`config.mk`:
```
export PLATFORM = sky130hd
export DESIGN_NAME = mult_div_unit
export DESIGN_NICKNAME = d
export VERILOG_FILES = /design/src/rtl/mult_div_unit_pkg.sv /design/src/rtl/mdu_sign_fix.sv /design/src/rtl/mult_div_unit.sv
export SDC_FILE = /design/constraint.sdc
export NUM_CORES = 1
export LEC_CHECK = 0
export BUFFER_PORTS_ARGS = -buffer_cell sky130_fd_sc_hd__buf_4
export CORE_MARGIN = 2
export CORE_UTILIZATION = 53
export DETAILED_ROUTE_END_ITERATION = 16
export GPL_TIMING_DRIVEN = 0
export PLACE_DENSITY = 0.82
export RECOVER_POWER = 25
export SLEW_MARGIN = 10
export SYNTH_ARGS = -nofsm -noshare
export SYNTH_HDL_FRONTEND = slang
export SYNTH_SLANG_ARGS = --single-unit
```
`constraint.sdc`:
```
create_clock -name clock -period 12 [get_ports clock]
set_input_delay 0.6 -clock clock [delete_from_list [all_inputs] [get_ports clock]]
set_output_delay 0.6 -clock clock [all_outputs]
set_load 0.03 [all_outputs]
```
`src/rtl/mult_div_unit_pkg.sv`:
```
// mult_div_unit_pkg: op codes, default width and FSM states shared by the multiply/divide unit
package mult_div_unit_pkg;
    localparam int DEF_WIDTH = 32;
    localparam logic [2:0] OP_NONE  = 3'd0;
    localparam logic [2:0] OP_MULT  = 3'd1;
    localparam logic [2:0] OP_MULTU = 3'd2;
    localparam logic [2:0] OP_DIV   = 3'd3;
    localparam logic [2:0] OP_DIVU  = 3'd4;
    localparam logic [2:0] OP_MTHI  = 3'd5;
    localparam logic [2:0] OP_MTLO  = 3'd6;
    typedef enum logic [1:0] {IDLE, CALC, FIX} state_t;
endpackage

```
`src/rtl/mdu_sign_fix.sv`:
```
// mdu_sign_fix: conditional two's-complement negate, serving as abs() on operands and sign fix on results
module mdu_sign_fix #(
    parameter int W = 32
) (
    input  logic [W-1:0] a,
    input  logic         neg,
    output logic [W-1:0] y
);
    assign y = neg ? -a : a;
endmodule

```
`src/rtl/mult_div_unit.sv`:
```
// mult_div_unit: iterative signed/unsigned MULT/DIV into HI/LO, single-cycle MTHI/MTLO
module mult_div_unit
    import mult_div_unit_pkg::*;
#(
    parameter int WIDTH = DEF_WIDTH
) (
    input  logic             clock,
    input  logic             reset,
    input  logic             start,
    input  logic [2:0]       op,
    input  logic [WIDTH-1:0] rs,
    input  logic [WIDTH-1:0] rt,
    output logic             busy,
    output logic [WIDTH-1:0] hi,
    output logic [WIDTH-1:0] lo
);
    localparam int CW = $clog2(WIDTH);
    state_t             state;
    logic [CW-1:0]      cnt;
    logic               is_mul, neg_q, neg_r;
    logic [WIDTH-1:0]   m, rem, rs_abs, rt_abs, rem_fix;
    logic [2*WIDTH-1:0] acc, acc_fix;
    logic [WIDTH:0]     msum, shl, diff;
    logic               mul_op, div_op, sgn;

    assign mul_op = op == OP_MULT || op == OP_MULTU;
    assign div_op = op == OP_DIV || op == OP_DIVU;
    assign sgn    = op == OP_MULT || op == OP_DIV;
    assign busy   = state != IDLE;
    // acc holds {partial product, remaining multiplier} or {unused, dividend/quotient}
    assign msum   = {1'b0, acc[2*WIDTH-1:WIDTH]} + (acc[0] ? {1'b0, m} : '0);
    assign shl    = {rem, acc[WIDTH-1]};
    assign diff   = shl - {1'b0, m};

    mdu_sign_fix #(.W(WIDTH))   u_abs_rs (.a(rs),  .neg(sgn && rs[WIDTH-1]), .y(rs_abs));
    mdu_sign_fix #(.W(WIDTH))   u_abs_rt (.a(rt),  .neg(sgn && rt[WIDTH-1]), .y(rt_abs));
    mdu_sign_fix #(.W(2*WIDTH)) u_fix_acc(.a(acc), .neg(neg_q),               .y(acc_fix));
    mdu_sign_fix #(.W(WIDTH))   u_fix_rem(.a(rem), .neg(neg_r),               .y(rem_fix));

    always_ff @(posedge clock or posedge reset) begin
        if (reset) begin
            state  <= IDLE;
            cnt    <= '0;
            is_mul <= 1'b0;
            neg_q  <= 1'b0;
            neg_r  <= 1'b0;
            m      <= '0;
            rem    <= '0;
            acc    <= '0;
            hi     <= '0;
            lo     <= '0;
        end else begin
            case (state)
                IDLE: begin
                    if (start && (mul_op || div_op)) begin
                        state  <= CALC;
                        cnt    <= '0;
                        is_mul <= mul_op;
                        m      <= mul_op ? rs_abs : rt_abs;
                        acc    <= {{WIDTH{1'b0}}, mul_op ? rt_abs : rs_abs};
                        rem    <= '0;
                        // divide by zero keeps the all-ones quotient unsigned
                        neg_q  <= sgn && (rs[WIDTH-1] ^ rt[WIDTH-1]) && (mul_op || rt != '0);
                        neg_r  <= sgn && rs[WIDTH-1];
                    end else if (start && op == OP_MTHI) begin
                        hi <= rs;
                    end else if (start && op == OP_MTLO) begin
                        lo <= rs;
                    end
                end
                CALC: begin
                    cnt <= cnt + CW'(1);
                    if (is_mul) begin
                        acc <= {msum, acc[WIDTH-1:1]};
                    end else begin
                        rem            <= diff[WIDTH] ? shl[WIDTH-1:0] : diff[WIDTH-1:0];
                        acc[WIDTH-1:0] <= {acc[WIDTH-2:0], !diff[WIDTH]};
                    end
                    if (cnt == CW'(WIDTH - 1))
                        state <= FIX;
                end
                FIX: begin
                    hi    <= is_mul ? acc_fix[2*WIDTH-1:WIDTH] : rem_fix;
                    lo    <= acc_fix[WIDTH-1:0];
                    state <= IDLE;
                end
                default: state <= IDLE;
            endcase
        end
    end
endmodule

```
==> flow_metrics.env, run 1 <==
export IMPL_grt_pass1_wl_microns=97200
export IMPL_cts_repair_resized=0
export IMPL_antenna_cells=0
export IMPL_wl_per_cell_microns=24.8
export IMPL_clk_pin_slew_ns=0.07
export IMPL_crit_path_top_delay_cell="o2111ai_1"
export IMPL_p_leak_nw=7.77
export IMPL_grt_max_degree=111
export IMPL_critPathMaxStageDelay_ns=0.64
export IMPL_clockBufferDepth=3
export IMPL_hold_ws_ns=0.370
export IMPL_p_per_area_nw_per_um2=316
export IMPL_syn_area_sq_um=16300
export IMPL_io_pins=135
export IMPL_die_x_microns=179
export IMPL_async_flop_share_pct=100
export IMPL_multi_input_area_sq_um=10500
export IMPL_drc=0
export IMPL_nets=2317
export IMPL_skew_ns=0.0181
export IMPL_status="complete, but fails checks"
export IMPL_cp_max_fo=10
export IMPL_min_period_ns=4.73
export IMPL_synthFlopType="dfrtp_1"
export IMPL_detailed_place_area_sq_um=17800
export IMPL_syn2layout_area_growth_pct=15.0
export IMPL_max_slew_margin_rel_pct=-239
export IMPL_rows=64
export IMPL_tritoncts="built"
export IMPL_synth_warning_count=0
export IMPL_violations="capacitance limit, slew limit"
export IMPL_crit_chain="inv_1 -> fa_1 -> nand2b_1 -> a21oi_1 -> o21ai_0 -> o2111ai_1 -> nand2_1 -> o2111ai_1 -> nand3_1 -> buf_2 -> mux2i_1 -> o21ai_0"
export IMPL_grt_use_total_pct=38.7
export IMPL_min_path_type="in2reg"
export IMPL_synth_edf_count=0
export IMPL_hold_viol=0
export IMPL_synth_distinct_cells=72
export IMPL_drtAntennaViolNets=0
export IMPL_overflow=0
export IMPL_synth_seq_area_share_pct=31.0
export IMPL_critPathCaptureType="flip-flop"
export IMPL_drive_gt1_share_pct=9.85
export IMPL_worst_slew_pin_slew_ns=5.06
export IMPL_post_cts_repair_setup_buffers=0
export IMPL_rsz0062_at_grt="false"
export IMPL_fmax_mhz=212
export IMPL_initial_utilization_pct=53.6
export IMPL_fillers=2693
export IMPL_cts_buffers=25
export IMPL_final_area_sq_um=18800
export IMPL_crit_family="compound AO/OA/AOI/OAI gates"
export IMPL_antenna_found_initial=0
export IMPL_start_kind="flip-flop"
export IMPL_synth_avg_cell_area_sq_um=8.10
export IMPL_gp_congestion=1.02
export IMPL_path_buf_inv=2
export IMPL_syn_inst=2013
export IMPL_first_global_vias=15900
export IMPL_htreeDepth=1
export IMPL_cts_hold_buffers=0
export IMPL_num_vias=17100
export IMPL_fin_crit_sh_pct=39.4
export IMPL_dp_hpwl_microns=50800
export IMPL_drtPass1Iterations=6
export IMPL_die_y_microns=179
export IMPL_syn_num_nets=2155
export IMPL_ys_ff_latch=202
export IMPL_core_area_sq_um=30400
export IMPL_slew_violations=111
export IMPL_register_area_sq_um=5050
export IMPL_drv_cap=1
export IMPL_crit_arrival_ns=5.11
export IMPL_clkSinkCount=202
export IMPL_setup_viol=0
export IMPL_crit_type="reg2reg"
export IMPL_tns_ns=0
export IMPL_critical_path_required_ns=12.39
export IMPL_root_buffer="clkbuf_16"
export IMPL_portBuffers=134
export IMPL_vdd_drop_max_mv=0.235
export IMPL_via_per_inst=6.61
export IMPL_drtIter0Drc=2575
export IMPL_dieArea_sq_um=32200
export IMPL_routed_wl_microns=64100
export IMPL_worstSkewPairLatency_ns=0.55
-- sequential cells by signal, summed over array words and instances, names as in the netlist, 2 cells and up --
register	flops
acc	64
hi	32
lo	32
m	32
rem	32
cnt	5
state	2
-- tightest hold or removal path, cell delays in order --
cell and delay, ns:
buf_4 0.13, nand2_1 0.07, a31oi_1 0.08
-- metal layers --
layer	wire length, microns	share of wire [%]	track usage [%]	up-vias
li1	-	-	-	7698
met1	27100	42	56.9	8161
met2	26300	41	55.7	1114
met3	7630	12	7.60	148
met4	2990	4.7	15.7	0
met5	0	0	0	-
-- cell usage after synthesis (10+ instances only) --
| cell | count | share of area (%) |
|---|---|---|
| nand3_1 | 62 | 1.9 |
| nand2_1 | 186 | 4.3 |
| a21oi_1 | 138 | 4.2 |
| nor4_1 | 12 | 0.46 |
| xor2_1 | 94 | 5.0 |
| ha_1 | 70 | 5.4 |
| a211oi_1 | 47 | 2.2 |
| nor2b_1 | 17 | 0.65 |
| mux2i_1 | 65 | 4.0 |
| and2_1 | 10 | 0.38 |
| a21o_1 | 25 | 1.2 |
| o41ai_1 | 16 | 0.86 |
| o21ai_0 | 226 | 6.9 |
| a31oi_1 | 20 | 0.77 |
| and3_1 | 24 | 0.92 |
| dfrtp_1 | 202 | 31 |
| nor2_1 | 166 | 3.8 |
| xnor2_1 | 95 | 5.1 |
| a311oi_1 | 12 | 0.64 |
| clkbuf_1 | 102 | 2.3 |
| nand4_1 | 11 | 0.42 |
| o211ai_1 | 40 | 1.8 |
| buf_1 | 16 | 0.37 |
| or4_1 | 14 | 0.64 |
| or3_1 | 26 | 1.0 |
| inv_1 | 62 | 1.4 |
| nor3_1 | 30 | 0.92 |
| nand2b_1 | 24 | 0.92 |
| a221oi_1 | 23 | 1.2 |
| o21a_1 | 13 | 0.60 |
| o31ai_1 | 42 | 1.9 |
-- logic make-up (layout without fill, tap and decap cells) --
group | count (synthesis) | count (layout) | share of synthesized area [%]
muxes | 69 | 69 | 4.27
DFF | 202 | 202 | 31.0
and+or+nand+nor | 621 | 621 | 18.5
buffers and inverters | 187 | 367 | 4.41
AOI/OAI and AO/OA | 673 | 673 | 26.1
xor gates and xnor gates | 189 | 189 | 10.2
adders and majority gates | 72 | 72 | 5.62
-- worst paths after layout --
kind | cells after the start | start | slack (ns) | to
worst max-delay path | 12 | rem[0]$_DFFE_PP0P_ | 7.27 | rem[5]$_DFFE_PP0P_
worst min-delay path | 3 | rt[0] | 0.37 | m[0]$_DFFE_PP0P_
worst max register to register | 12 | rem[0]$_DFFE_PP0P_ | 7.27 | rem[5]$_DFFE_PP0P_
worst min register to register | 2 | lo[11]$_DFFE_PP0P_ | 0.48 | lo[11]$_DFFE_PP0P_
max in group asynchronous | 2 | reset | 8.13 | hi[30]$_DFFE_PP0P_
min in group asynchronous | 2 | reset | 1.62 | lo[3]$_DFFE_PP0P_
-- placed cells by master (no fill, tap or decap), types with 61 or more instances in the layout --
master and n:
dfrtp_1 202, inv_1 61, nor2_1 166, o21ai_0 226
xor2_1 94, xnor2_1 95, nand3_1 62, a21oi_1 138
ha_1 70, mux2i_1 65, clkbuf_1 103, nand2_1 186
buf_4 134
-- where the power goes --
| part | switching (mW) | internal, mW | leakage [nW] |
|---|---|---|---|
| logic | 2.31 | 1.38 | 4.91 |
| registers | 0.375 | 1.01 | 2.43 |
| clock network | 0.338 | 0.525 | 0.435 |
| total | 3.02 | 2.91 | 7.77 |
-- cell type report --
type                       instances  area share (%)
inverter                          62            1.25
tap                              396            2.64
timing repair buffer             135            5.51
buffer                           125            2.60
clock buffer                      28            3.50
sequential                       202            27.0
multi-input combinational       1624            56.2
clock inverter                    17            1.39
-- per-stage QoR --
step	utilization, %	instances	power (mW)	worst slack [ns]
after floorplan	-	2013	3.80	5.89
after global placement	58.5	2543	4.84	3.54
after detailed placement	58.6	2544	4.94	7.44
after CTS	61.7	2589	5.81	7.39
after global routing	61.6	2589	6.27	7.02
final	61.6	2589	5.94	7.27
Power figures use the tool's default switching activity.
==> run 2: changes to the inputs <==
--- a/config.mk
+++ b/config.mk
@@ -5,12 +5,13 @@
 export SDC_FILE = /design/constraint.sdc
 export NUM_CORES = 1
 export LEC_CHECK = 0
+export ABC_AREA = 1
 export BUFFER_PORTS_ARGS = -buffer_cell sky130_fd_sc_hd__buf_4
 export CORE_MARGIN = 2
 export CORE_UTILIZATION = 53
 export DETAILED_ROUTE_END_ITERATION = 16
 export GPL_TIMING_DRIVEN = 0
-export PLACE_DENSITY = 0.82
+export PLACE_DENSITY = 0.84
 export RECOVER_POWER = 25
 export SLEW_MARGIN = 10
 export SYNTH_ARGS = -nofsm -noshare
==> constraint.sdc (replaced) <==
create_clock -name clock -period 3.86 [get_ports clock]
set_input_delay 0.193 -clock clock [delete_from_list [all_inputs] [get_ports clock]]
set_output_delay 0.193 -clock clock [all_outputs]
set_load 0.03 [all_outputs]
==> run 2 against run 1 <==
- the flow still finishes with violations (capacitance limit, slew limit)
- critical endpoint is now acc[61]$_DFFE_PP0P_
- worst setup slack got worse by 6.9 ns
- total power rose to 3.6 times the previous value
- flip-flop and latch count is the same
- cell area up 13%
- combinational power rose to 3.9 times the previous value
- synthesized area is 15% higher
- clock-buffer cell count grew 4
- wire length rose by 32%
- register-to-register slack got worse by 6.9 ns
- global-route usage grew 6.4 points
- non-clock buffer count fell by 14
==> flow_metrics.env, run 2 <==
export IMPL_drc=0
export IMPL_die_y_microns=192
export IMPL_grt_pass1_wl_microns=124000
export IMPL_first_global_vias=20900
export IMPL_synth_most_common_cell="nand2_1"
export IMPL_crit_arrival_ns=3.91
export IMPL_core_area_sq_um=34700
export IMPL_fillers=3388
export IMPL_dp_cells=3674
export IMPL_register_area_sq_um=5050
export IMPL_p_clk_share_pct=10.7
export IMPL_drtIter0Drc=3272
export IMPL_post_cts_repair_setup_buffers=0
export IMPL_reg2reg_from="acc[0]$_DFFE_PP0P_"
export IMPL_clockBufferDepth=3
export IMPL_num_vias=23200
export IMPL_crit_path_top_delay_cell="o21ai_1"
export IMPL_grt_use_total_pct=45.1
export IMPL_utilization_pct=60.9
export IMPL_worst_slew_pin_slew_ns=2.15
export IMPL_setup_viol=0
export IMPL_largest_register_ffs=64
export IMPL_final_cell_mix="889 x nand2_1, 416 x nor2_1, 352 x inv_1, 317 x nand3_1, 202 x dfrtp_1"
export IMPL_synth_adder_area_share_pct=4.89
export IMPL_via_per_inst=6.24
export IMPL_io_pins=135
export IMPL_multi_input_area_sq_um=11800
export IMPL_syn_inst=3080
export IMPL_htreeDepth=1
export IMPL_crit_chain="buf_6 -> clkbuf_1 -> nand2_1 -> inv_1 -> ha_1 -> inv_1 -> fa_1 -> inv_1 -> nand2_1 -> o21ai_1 -> nand2_1 -> nand2_1 -> nand2_1 -> nand2_1 -> nand2_1 -> nand2_1 -> nand3_1 -> nand2_1 -> nand2_1 -> nand3_1 -> nand2_1"
export IMPL_max_slew_margin_rel_pct=-43.3
export IMPL_whs_path_depth=3
export IMPL_drv_cap=2
export IMPL_grt_max_degree=39
export IMPL_dieArea_sq_um=36900
export IMPL_mostFrequentLayoutCell="nand2_1"
export IMPL_initial_utilization_pct=54.0
export IMPL_wl_per_cell_microns=22.7
export IMPL_gp_congestion=1.10
export IMPL_crit_top_cell="nand2_1"
export IMPL_synthTopCellsByArea="dfrtp_1 27%, nand2_1 18%, nand3_1 8.5%"
export IMPL_rows=68
export IMPL_critPathCaptureType="flip-flop"
export IMPL_critPathMaxStageDelay_ns=0.40
export IMPL_synth_simple_area_share_pct=39.4
export IMPL_p_leak_nw=10.4
export IMPL_regToRegEndpoint="acc[61]$_DFFE_PP0P_"
export IMPL_critPathLaunch="acc[0]$_DFFE_PP0P_"
export IMPL_regMostFlops="acc"
export IMPL_worstSkewPairLatency_ns=0.57
export IMPL_regToRegSetupSlack_ns=0.41
export IMPL_violations="capacitance limit, slew limit"
export IMPL_yosysTopAreaCell="dfrtp_1"
export IMPL_synth_distinct_cells=51
export IMPL_synth_seq_area_share_pct=27.0
export IMPL_swShare_pct=57.7
export IMPL_root_buffer="clkbuf_16"
export IMPL_clk_pin_slew_ns=0.07
export IMPL_synth_compound_area_share_pct=16.2
export IMPL_async_flop_share_pct=100
export IMPL_synth_top_family_by_area="simple AND/OR/NAND/NOR gates"
export IMPL_crit_family="simple AND/OR/NAND/NOR gates"
export IMPL_syn_area_sq_um=18700
export IMPL_syn_num_nets=3222
export IMPL_slew_violations=73
export IMPL_routed_wl_microns=84500
export IMPL_drtPass1Iterations=7
export IMPL_min_delay_start="rs[1]"
export IMPL_final_cells=3723
export IMPL_p_per_area_nw_per_um2=1020
export IMPL_cp_num_cells=21
export IMPL_start_kind="flip-flop"
export IMPL_critical_path_required_ns=4.32
export IMPL_yosys_area_top_type_share_pct=27.0
export IMPL_crit_type="reg2reg"
export IMPL_cts_hold_buffers=2
export IMPL_p_int_mw=9.08
export IMPL_synth_xor_xnor_area_share_pct=2.67
export IMPL_synth_commonest_cells="889 x nand2_1, 416 x nor2_1, 353 x inv_1"
export IMPL_reg2reg_depth=21
export IMPL_status="complete, but fails checks"
export IMPL_fmax_mhz=290
export IMPL_synth_edf_count=0
export IMPL_antenna_found_initial=1
export IMPL_nets=3390
export IMPL_synthFlopType="dfrtp_1"
export IMPL_synth_avg_cell_area_sq_um=6.08
export IMPL_pwr_share_comb_pct=67.4
export IMPL_ys_ff_latch=202
export IMPL_power_frac_seq_pct=21.8
export IMPL_min_period_ns=3.45
export IMPL_vdd_drop_max_mv=0.803
export IMPL_fin_crit_sh_pct=89.4
export IMPL_hold_viol=0
export IMPL_synthMuxAreaShare_pct=0
export IMPL_power_switching_mw=12.4
export IMPL_cp_max_fo=10
export IMPL_synth_warning_count=0
export IMPL_overflow=0
export IMPL_cts_repair_resized=0
export IMPL_die_x_microns=192
export IMPL_worstHoldEndpoint="hi[1]$_DFFE_PP0P_"
export IMPL_skew_ns=0.0291
export IMPL_tns_ns=0
export IMPL_clkSinkCount=202
export IMPL_rsz0062_at_grt="false"
export IMPL_syn2layout_area_growth_pct=12.9
export IMPL_drive_gt1_share_pct=7.99
export IMPL_path_buf_inv=5
export IMPL_min_path_type="in2reg"
export IMPL_drtAntennaViolNets=0
export IMPL_cts_buffers=25
export IMPL_portBuffers=134
export IMPL_dp_hpwl_microns=69700
export IMPL_tritoncts="built"
-- run 2: how the worst max path moves through the flow --
| stage | slack, ns | to |
|---|---|---|
| 2_1_floorplan | 1.05 | acc[0]$_DFFE_PP0P_ |
| 3_3_place_gp | -0.20 | rem[28]$_DFFE_PP0P_ |
| 3_5_place_dp | 0.51 | acc[61]$_DFFE_PP0P_ |
| 4_1_cts | 0.52 | acc[61]$_DFFE_PP0P_ |
| 5_1_grt | 0.07 | acc[56]$_DFFE_PP0P_ |
| 6_report | 0.41 | acc[61]$_DFFE_PP0P_ |
-- run 2: per-stage QoR --
step | cell area (sq um) | worst slack (ns) | power, mW | hold WS, ns
3_5_place_dp | 20400 | 0.508 | 18.5 | 0.389
2_1_floorplan | 18700 | 1.05 | 13.8 | 0.365
4_1_cts | 21200 | 0.519 | 20.9 | 0.0281
5_1_grt | 21100 | 0.0670 | 22.8 | 0.0305
6_report | 21100 | 0.410 | 21.5 | 0.0319
3_3_place_gp | 20300 | -0.195 | 18.2 | 0.459
-- run 2: cell type report --
class | count | share of cell area (%)
multi-input combinational | 2407 | 55.9
clock buffer | 32 | 3.18
sequential | 202 | 23.9
inverter | 366 | 6.51
clock inverter | 14 | 0.533
antenna | 1 | 0.0118
buffer | 105 | 2.27
tap | 455 | 2.69
timing repair buffer | 141 | 4.97
-- run 2: worst min-delay path, stage by stage --
cell,delay [ns]
buf_4,0.12
a21oi_1,0.08
a21oi_1,0.16
-- run 2: layer usage --
metal  part of all wire (%)  global-route usage [%]  vias to the layer above
met1                     40                    62.9                    10800
li1                       -                       -                    10400
met4                    5.3                    20.1                        0
met5                      0                       0                        -
met3                     14                    10.3                      250
met2                     42                    66.4                     1702
-- run 2: power by group through the flow --
| stage | Sequential, mW | Combinational (mW) | Clock, mW |
|---|---|---|---|
| after CTS | 4.55 | 14.0 | 2.28 |
| after global routing | 4.71 | 15.7 | 2.37 |
| after detailed placement | 4.57 | 14.0 | 0 |
| after global placement | 4.52 | 13.6 | 0 |
| after floorplan | 4.65 | 9.15 | 0 |
| final | 4.68 | 14.5 | 2.30 |
-- run 2: cells by family (layout without fill, tap and decap cells) --
| kind of cell | Yosys count | in the layout |
|---|---|---|
| flip-flops | 202 | 202 |
| AND/OR/NAND/NOR | 1759 | 1759 |
| other | 0 | 1 |
| XOR/XNOR | 57 | 57 |
| adder cells (fa/ha/maj) | 72 | 72 |
| buffers and inverters | 471 | 658 |
| AO/OA/AOI/OAI | 519 | 519 |
